`config.mk`:
```
export PLATFORM = sky130hd
export DESIGN_NAME = video_timing_gen_multi
export DESIGN_NICKNAME = d
export VERILOG_FILES = /design/src/rtl/video_timing_pkg.sv /design/src/rtl/video_timing_gen_multi.sv
export SDC_FILE = /design/constraint.sdc
export NUM_CORES = 1
export LEC_CHECK = 0
export BUFFER_PORTS_ARGS = -buffer_cell sky130_fd_sc_hd__buf_2
export CAP_MARGIN = 5
export CORE_ASPECT_RATIO = 0.5
export CORE_MARGIN = 2
export CORE_UTILIZATION = 58
export CTS_CLUSTER_SIZE = 24
export DETAILED_ROUTE_END_ITERATION = 16
export PLACE_DENSITY = 0.85
export SLEW_MARGIN = 5
export SYNTH_ARGS = -nofsm -noshare
export SYNTH_HDL_FRONTEND = slang
export SYNTH_SLANG_ARGS = --single-unit
```
`constraint.sdc`:
```
create_clock -name clk_pixel_in -period 3.8 [get_ports clk_pixel_in]
set_input_delay 0.19 -clock clk_pixel_in [delete_from_list [all_inputs] [get_ports clk_pixel_in]]
set_output_delay 0.19 -clock clk_pixel_in [all_outputs]
set_load 0.005 [all_outputs]
```
`src/rtl/video_timing_pkg.sv`:
```
// video_timing_pkg: timing profile types, built-in mode table and per-mode limit helper
package video_timing_pkg;
  typedef struct packed {
    logic [15:0] h_active;
    logic [15:0] h_fp;
    logic [15:0] h_sync;
    logic [15:0] h_bp;
    logic [15:0] v_active;
    logic [15:0] v_fp;
    logic [15:0] v_sync;
    logic [15:0] v_bp;
  } timing_t;
  typedef timing_t [0:3] table_t;
  typedef struct packed {
    logic [17:0] h_act;
    logic [17:0] h_ss;
    logic [17:0] h_se;
    logic [17:0] h_total;
    logic [17:0] v_act;
    logic [17:0] v_ss;
    logic [17:0] v_se;
    logic [17:0] v_total;
  } limits_t;
  typedef enum logic {RUN, PENDING} sw_state_t;
  localparam table_t MODE_TABLE = '{
    '{16'd1280, 16'd110, 16'd40,  16'd220, 16'd720,  16'd5, 16'd5, 16'd20},
    '{16'd640,  16'd16,  16'd96,  16'd48,  16'd480,  16'd10, 16'd2, 16'd33},
    '{16'd800,  16'd40,  16'd128, 16'd88,  16'd600,  16'd1, 16'd4, 16'd23},
    '{16'd1920, 16'd88,  16'd44,  16'd148, 16'd1080, 16'd4, 16'd5, 16'd36}
  };
  // Sync start (inclusive), sync end (exclusive) and totals, widened so sums cannot overflow.
  function automatic limits_t limits(timing_t t);
    limits_t l;
    l.h_act   = 18'(t.h_active);
    l.h_ss    = l.h_act + 18'(t.h_fp);
    l.h_se    = l.h_ss + 18'(t.h_sync);
    l.h_total = l.h_se + 18'(t.h_bp);
    l.v_act   = 18'(t.v_active);
    l.v_ss    = l.v_act + 18'(t.v_fp);
    l.v_se    = l.v_ss + 18'(t.v_sync);
    l.v_total = l.v_se + 18'(t.v_bp);
    return l;
  endfunction
endpackage

```
`src/rtl/video_timing_gen_multi.sv`:
```
// video_timing_gen_multi: multi-mode raster timing generator with frame-boundary mode switching
module video_timing_gen_multi
  import video_timing_pkg::*;
#(
  parameter int NUM_MODES = 2,
  parameter int H_WIDTH = 12,
  parameter int V_WIDTH = 11,
  parameter int FC_WIDTH = 6,
  parameter bit HS_POL = 1'b1,
  parameter bit VS_POL = 1'b1,
  parameter table_t TABLE = MODE_TABLE,
  localparam int MW = (NUM_MODES > 1) ? $clog2(NUM_MODES) : 1
) (
  input  logic                clk_pixel_in,
  input  logic                rst_in,
  input  logic                en_in,
  input  logic [MW-1:0]       mode_sel_in,
  input  logic                mode_req_in,
  output logic [H_WIDTH-1:0]  hcount_out,
  output logic [V_WIDTH-1:0]  vcount_out,
  output logic                hs_out,
  output logic                vs_out,
  output logic                ad_out,
  output logic                nl_out,
  output logic                nf_out,
  output logic [FC_WIDTH-1:0] fc_out,
  output logic [MW-1:0]       mode_out,
  output logic                mode_ack_out
);
  sw_state_t state, state_nx;
  logic [MW-1:0] mode, pend, pend_nx;
  logic [H_WIDTH-1:0] h;
  logic [V_WIDTH-1:0] v;
  logic [FC_WIDTH-1:0] fc;
  logic [17:0] hx, vx;
  limits_t lim;
  logic h_end, v_end, wrap, req_ok, apply, nl_c, nf_c;
  assign lim = limits(TABLE[2'(mode)]);
  assign hx = 18'(h);
  assign vx = 18'(v);
  assign h_end = hx == lim.h_total - 18'd1;
  assign v_end = vx == lim.v_total - 18'd1;
  assign wrap = en_in && h_end && v_end;
  assign req_ok = en_in && mode_req_in && ({1'b0, mode_sel_in} < (MW+1)'(NUM_MODES));
  assign nl_c = hx == lim.h_act - 18'd1;
  assign nf_c = nl_c && vx == lim.v_act;
  assign mode_out = mode;
  assign fc_out = fc;
  // Switch FSM state and latched request index
  always_ff @(posedge clk_pixel_in) begin
    if (rst_in) begin
      state <= RUN;
      pend <= '0;
    end else begin
      state <= state_nx;
      pend <= pend_nx;
    end
  end
  // Next state: any valid request (re)arms PENDING, the frame wrap always returns to RUN
  always_comb begin
    state_nx = wrap ? RUN : (req_ok ? PENDING : state);
    pend_nx = req_ok ? mode_sel_in : pend;
  end
  // Switch output: apply at the wrap, including a request arriving on the wrap cycle itself
  always_comb begin
    apply = wrap && (req_ok || state == PENDING);
  end
  // Raster counters, mode register, frame count and registered decodes of the pre-increment counters
  always_ff @(posedge clk_pixel_in) begin
    assert (rst_in || (lim.h_total <= (18'd1 << H_WIDTH) && lim.v_total <= (18'd1 << V_WIDTH)));
    if (rst_in) begin
      h <= '0;
      v <= '0;
      mode <= '0;
      fc <= '0;
      hcount_out <= '0;
      vcount_out <= '0;
      hs_out <= !HS_POL;
      vs_out <= !VS_POL;
      ad_out <= 1'b0;
      nl_out <= 1'b0;
      nf_out <= 1'b0;
      mode_ack_out <= 1'b0;
    end else if (en_in) begin
      h <= h_end ? '0 : h + H_WIDTH'(1);
      v <= h_end ? (v_end ? '0 : v + V_WIDTH'(1)) : v;
      mode <= apply ? pend_nx : mode;
      fc <= fc + FC_WIDTH'(nf_c);
      hcount_out <= h;
      vcount_out <= v;
      hs_out <= (hx >= lim.h_ss && hx < lim.h_se) ? HS_POL : !HS_POL;
      vs_out <= (vx >= lim.v_ss && vx < lim.v_se) ? VS_POL : !VS_POL;
      ad_out <= hx < lim.h_act && vx < lim.v_act;
      nl_out <= nl_c;
      nf_out <= nf_c;
      mode_ack_out <= apply;
    end else begin
      nl_out <= 1'b0;
      nf_out <= 1'b0;
      mode_ack_out <= 1'b0;
    end
  end
endmodule

```
## Word level (Yosys, flattened, before mapping)

Cells that the tools add are included.
Widths: inputs -> output; s select.

- Register bits after elaboration: 61
- Bits of input ports: 5
- Output and inout port bits: 36
- Logic and storage cells: 60

- $add $sub $neg: 12
- Magnitude comparators: 7
- Equal/unequal tests: 4
- Multiplexer cells: 8
- Bitwise operators: 2
- Reductions and logical operators: 13

Operator list:

| kind | number |
|---|---|
| $bmux 128 s2 | 1 |
| $mux 128 | 2 |
| $add 17x16->18 | 2 |
| $add 18x16->18 | 2 |
| $eq 12x18->1 | 2 |
| $sub 18x1->18 const B | 2 |
| $add 16x16->17 | 2 |
| $eq 11x18->1 | 1 |
| $lt 11x18->1 | 1 |
| $lt 12x18->1 | 1 |
| $ge 11x17->1 | 1 |
| $ge 12x17->1 | 1 |
| $sub 16x1->17 const B | 1 |
| $eq 11x16->1 | 1 |
| $lt 11x16->1 | 1 |
| $lt 12x16->1 | 1 |
| $add 12x1->12 const B | 1 |
| $mux 12 | 1 |
| $add 11x1->11 const B | 1 |
| $mux 11 | 1 |
| $logic_and 1x1->1 | 8 |
| $add 6x1->6 | 1 |
| $reduce_and 2->1 | 2 |
| $reduce_or 2->1 | 2 |
| other kinds (5) | 7 |

## Logic depth before layout (Yosys ltp)

- Depth after elaboration: 13
- Gate-level depth with buffers: 10
- Gate-level depth less buffers: 10

## Worst setup path after synthesis

No wires, ideal clock.

- Path kind: register to register
- Start: register mode (netlist: mode_out)
- End: register v[10]
- Setup time: 128 ps
- Arrival: 2,884 ps
- Data required time: 3,672 ps
- Path slack: 788 ps
- Cell stages (with the launch flop): 9
- Buffers on the path: 1
- Clock period less this slack: 3,012 ps
- Cells stage by stage: dfxtp_1 -> inv_1 -> ha_1 -> or4_4 -> or4_1 -> buf_6 -> nor4_4 -> xnor2_1 -> nor2_1

- Cells in the longest elaborated chain, start to end: 10
- Elaborated cells between the ends (all ways): 16
- Those cells by class: add/sub (8); eq/ne (2); mux (4); bitwise (1); reduce/logical (1)

Ends and longest elaborated chain:

| item | line | source |
|---|---|---|
| start, declared | video_timing_gen_multi.sv:31 | `logic [MW-1:0] mode, pend, pend_nx;` |
| start signal, assigned | video_timing_gen_multi.sv:87 | `mode <= apply ? pend_nx : mode;` |
| $not 1->3 (implied by the code) (*) | video_timing_gen_multi.sv:38 | `assign lim = limits(TABLE[2'(mode)]);` |
| $bmux 128 s2 (*) | video_timing_gen_multi.sv:38 |  |
| $mux 128 (implied by the code) (*) (2 in series) | video_timing_gen_multi.sv:38 |  |
| $add 16x16->17 (on tied branches) | video_timing_pkg.sv:39, video_timing_pkg.sv:35 |  |
| $add 17x16->18 (on tied branches) | video_timing_pkg.sv:40, video_timing_pkg.sv:36 |  |
| $add 18x16->18 (on tied branches) | video_timing_pkg.sv:41, video_timing_pkg.sv:37 |  |
| $sub 18x1->18 (on tied branches) | video_timing_gen_multi.sv:42, video_timing_gen_multi.sv:41 |  |
| $eq 11x18->1 / $eq 12x18->1 (equally long branches) | video_timing_gen_multi.sv:42, video_timing_gen_multi.sv:41 |  |
| $mux 11 / $reduce_and 2->1 (equally long branches) | n/a |  |
| end signal, assigned | video_timing_gen_multi.sv:86 | `v <= h_end ? (v_end ? '0 : v + V_WIDTH'(1)) : v;` |
| end, declared | video_timing_gen_multi.sv:33 | `logic [V_WIDTH-1:0] v;` |

Mark *: on every way between the ends. The rest lies on a longest branch, timed or not. The select of a mux whose other input is x is not followed.
A chain may end at the register's enable or synchronous reset.

## Worst setup path in the final report

- Start: register mode (netlist: mode_out)
- End: register v[6]

Same word-level chain as after synthesis.

==> results by group <==
Setup path
  – Critical path required time: 4.06 ns
  – Critical Path Fanout Max: 15
  – Critical path class: flip-flop to flip-flop
  – CP Launch Type: flip-flop
  – R2R setup slack: 0.69 ns
  – CP Capture Type: flip-flop
  – Arr. time, crit path: 3.38 ns

STA
  – Slew Viols, Final: 0
  – Setup TNS: 0 ns
  – Unrepaired setup endpoints after global routing: no
  – Slew margin rel.: 0.4174
  – Worst-Margin Slew: 0.8739 ns
  – Final Hold Fails: 0
  – Final Setup Violations: 0
  – Worst Skew: 0.009491 ns
  – Fin crit share: 0.8197
  – Maximum clock rate: 0.3210 GHz
  – Worst setup margin: 0.6850 ns
  – Minimum clock period: 3.115 ns

Cells and area
  – Number of filler cells placed in the layout: 429
  – Fraction of layout cells with a size suffix above 1: 0.1593
  – N_diodes: 0
  – Multi-input gate area in the final layout: 1881 um^2
  – Final #Nets: 437
  – Sequential cell area: 1221 um^2
  – Final Cell Area: 3661 um^2
  – Layout overhead on the synthesized area: 13.63%

Power and ir drop
  – Int Power: 988.1 uW
  – Logic gate share of total power: 0.046
  – Net switching power: 303.9 uW
  – Share of power burned in registers: 0.510
  – Net switching share of the total power: 0.2352
  – VDD IR-drop max: 0.0002670 V
  – Pwr/cell area: 352.9 nW/um^2
  – Leak: 1.544 nW
  – Clock power frac: 0.444

Status
  – Status: finished clean

Drt
  – Vias per cell: 5.990
  – Initial drt markers: 161
  – WL final: 7588 um
  – Via count: 2881
  – DRC Markers: 0
  – Wirelength per Cell: 15.78 um
  – Antenna Nets Post-Route: 0
  – DRT Pass-1 Iters: 5

Synth
  – Synthesized cell area: 3222 um^2
  – Number of synthesis warnings: 0
  – Synth Register Bits: 61
  – Average size of a mapped cell: 8.803 um^2
  – Register area share after synthesis: 0.3790
  – Post-synth EDFFs: 0
  – Syn_nets: 400
  – Async set-reset flop share out of synthesis: 0
  – Main synth FF type: dfxtp_1
  – Synth Instances: 366
  – Count of cell types in the netlist: 51

Clock network
  – CTS resizes: 0
  – H-tree depth: 3
  – Setup Buffers After CTS: 0
  – Clock Path Buffers: 2
  – Cts bufs inserted: 9
  – Root buf cell: clkbuf_8
  – Worst-path clk slew: 0.07 ns
  – Clock Sinks: 61
  – CTS tree: built
  – Worst-skew pair later-pin latency: 0.34 ns
  – Cts-stage hold buffer count: 0

Global routing
  – Pin count of the biggest net entering global routing: 52
  – Vias in the first global route: 2861
  – Global-route wire length before repair: 12980 um
  – Total global routing track utilization: 0.2682
  – GR Overflow Total: 0
  – Antenna violations before repair: 0

Place
  – Setup WS pre-CTS: 0.7316 ns
  – Final HPWL DP: 5415 um
  – Cell Area, Placed: 3461 um^2
  – GP Congestion: 0.9488
  – IO buf count: 40

Floorplanning
  – Core box area: 5420 um^2
  – Initial core utilization: 0.5944
  – Standard-cell rows: 19
  – Ports: 41
  – Die H: 56.70 um
  – Full die area: 6203 um^2
  – Die extent in x: 109.4 um

Hold path
  – Hold WC Path Type: input pin to flip-flop

Flow run
  – Max Cap Viol: 0
-- layer usage --
metal | vias up | GRT usage | routed length (um)
met5 | - | 0 | 0
li1 | 1375 | - | -
met3 | 17 | 0.08595 | 561
met2 | 113 | 0.4541 | 3699
met1 | 1376 | 0.3173 | 3223
met4 | 0 | 0.1013 | 104
-- sequential cells by signal, indices dropped and copies added, names as in the netlist, 6 cells and up --
name	count
vcount_out	11
v	11
hcount_out	12
fc_out	6
h	12
-- power by group through the flow --
stage	Clock [mW]	Sequential (mW)	Combinational (mW)
after global placement	0	0.672	0.0563
after CTS	0.583	0.659	0.0591
after floorplan	0	0.668	0.0467
after global routing	0.612	0.660	0.0658
after detailed placement	0	0.673	0.0583
final	0.574	0.659	0.0591
-- per-stage QoR --
step / utilization / instances / power [mW] / hold slack [ns]
2_1_floorplan: - / 366 / 0.7146 / 0.2710
3_3_place_gp: 0.6385 / 465 / 0.7282 / 0.4358
3_5_place_dp: 0.6385 / 465 / 0.7310 / 0.4547
4_1_cts: 0.6754 / 481 / 1.301 / 0.1658
5_1_grt: 0.6754 / 481 / 1.337 / 0.1937
6_report: 0.6754 / 481 / 1.292 / 0.1709
-- worst max-delay path: stages, from the launching register on --
cell and delay (ns):
dfxtp_1 0.31, inv_1 0.41, ha_1 0.36, or4_4 0.56
nor4_2 0.53, nand2_1 0.19, or4_1 0.54, a21oi_1 0.15
-- kinds of logic (layout without fill, tap and decap cells) --
group / after synthesis / in the layout / synth area share
and+or+nand+nor: 150 / 150 / 0.2431
DFF: 61 / 61 / 0.3790
AOI/OAI and AO/OA: 56 / 56 / 0.1095
buffers and inverters: 30 / 72 / 0.03728
adders and majority gates: 29 / 29 / 0.1126
muxes: 25 / 25 / 0.07767
xor gates and xnor gates: 15 / 15 / 0.04077
-- cell usage in the layout (no fill, tap or decap), types with 2 or more instances in the layout --
cell type   count
a211oi_1        2
or3_1           5
xor2_1         10
o21ai_0        10
ha_1           29
nand3_1        15
a31oi_1         3
clkbuf_8       10
clkinvlp_4      3
nand4_1         6
nand2b_1        6
or2_2           2
mux2i_1        25
o211ai_1        2
a21o_1          2
nor3_1          6
nand2_1        20
nand3b_1        6
buf_2          40
inv_1          14
and3_1          3
or4_1           6
clkinv_2        2
buf_4           2
dfxtp_1        61
xnor2_1         5
a21oi_1        24
nor3b_1         4
nand4b_1        2
nor4_1          2
nor2_1         58
-- worst paths after layout --
| check | startpoint | to | cells after the start |
|---|---|---|---|
| min | mode_sel_in | pend$_SDFF_PP0_ | 3 |
| max | mode_out$_SDFFE_PP0P_ | v[6]$_SDFFE_PP0N_ | 7 |
| min reg2reg | vs_out$_SDFFE_PP0P_ | vs_out$_SDFFE_PP0P_ | 2 |
| max reg2reg | mode_out$_SDFFE_PP0P_ | v[6]$_SDFFE_PP0N_ | 7 |
-- cells in the mapped netlist, types with 2 or more instances --
cell type / n / share of area
a211oi_1: 2 / 0.0047
nand4_1: 6 / 0.012
xor2_1: 10 / 0.027
a31oi_1: 3 / 0.0058
nand4b_1: 2 / 0.0054
clkbuf_1: 14 / 0.016
or2_2: 2 / 0.0039
or4_1: 6 / 0.014
o211ai_1: 2 / 0.0047
inv_1: 14 / 0.016
nand2b_1: 6 / 0.012
nor4_1: 2 / 0.0039
nor3b_1: 4 / 0.0093
nand2_1: 20 / 0.023
nor3_1: 6 / 0.0093
and3_1: 3 / 0.0058
a21o_1: 2 / 0.0047
a21oi_1: 24 / 0.037
nand3b_1: 6 / 0.014
ha_1: 29 / 0.11
nor2_1: 58 / 0.068
o21ai_0: 10 / 0.016
or3_1: 5 / 0.0097
nand3_1: 15 / 0.023
dfxtp_1: 61 / 0.38
mux2i_1: 25 / 0.078
xnor2_1: 5 / 0.014
-- final cells by class --
cell class / instances / share of cell area
Multi-Input combinational cell: 275 / 0.5137
Clock inverter: 6 / 0.01709
Sequential cell: 61 / 0.3336
Timing Repair Buffer: 42 / 0.05878
Inverter: 14 / 0.01435
Clock buffer: 10 / 0.03759
Tap cell: 73 / 0.02495
Power figures use the tool's default switching activity.
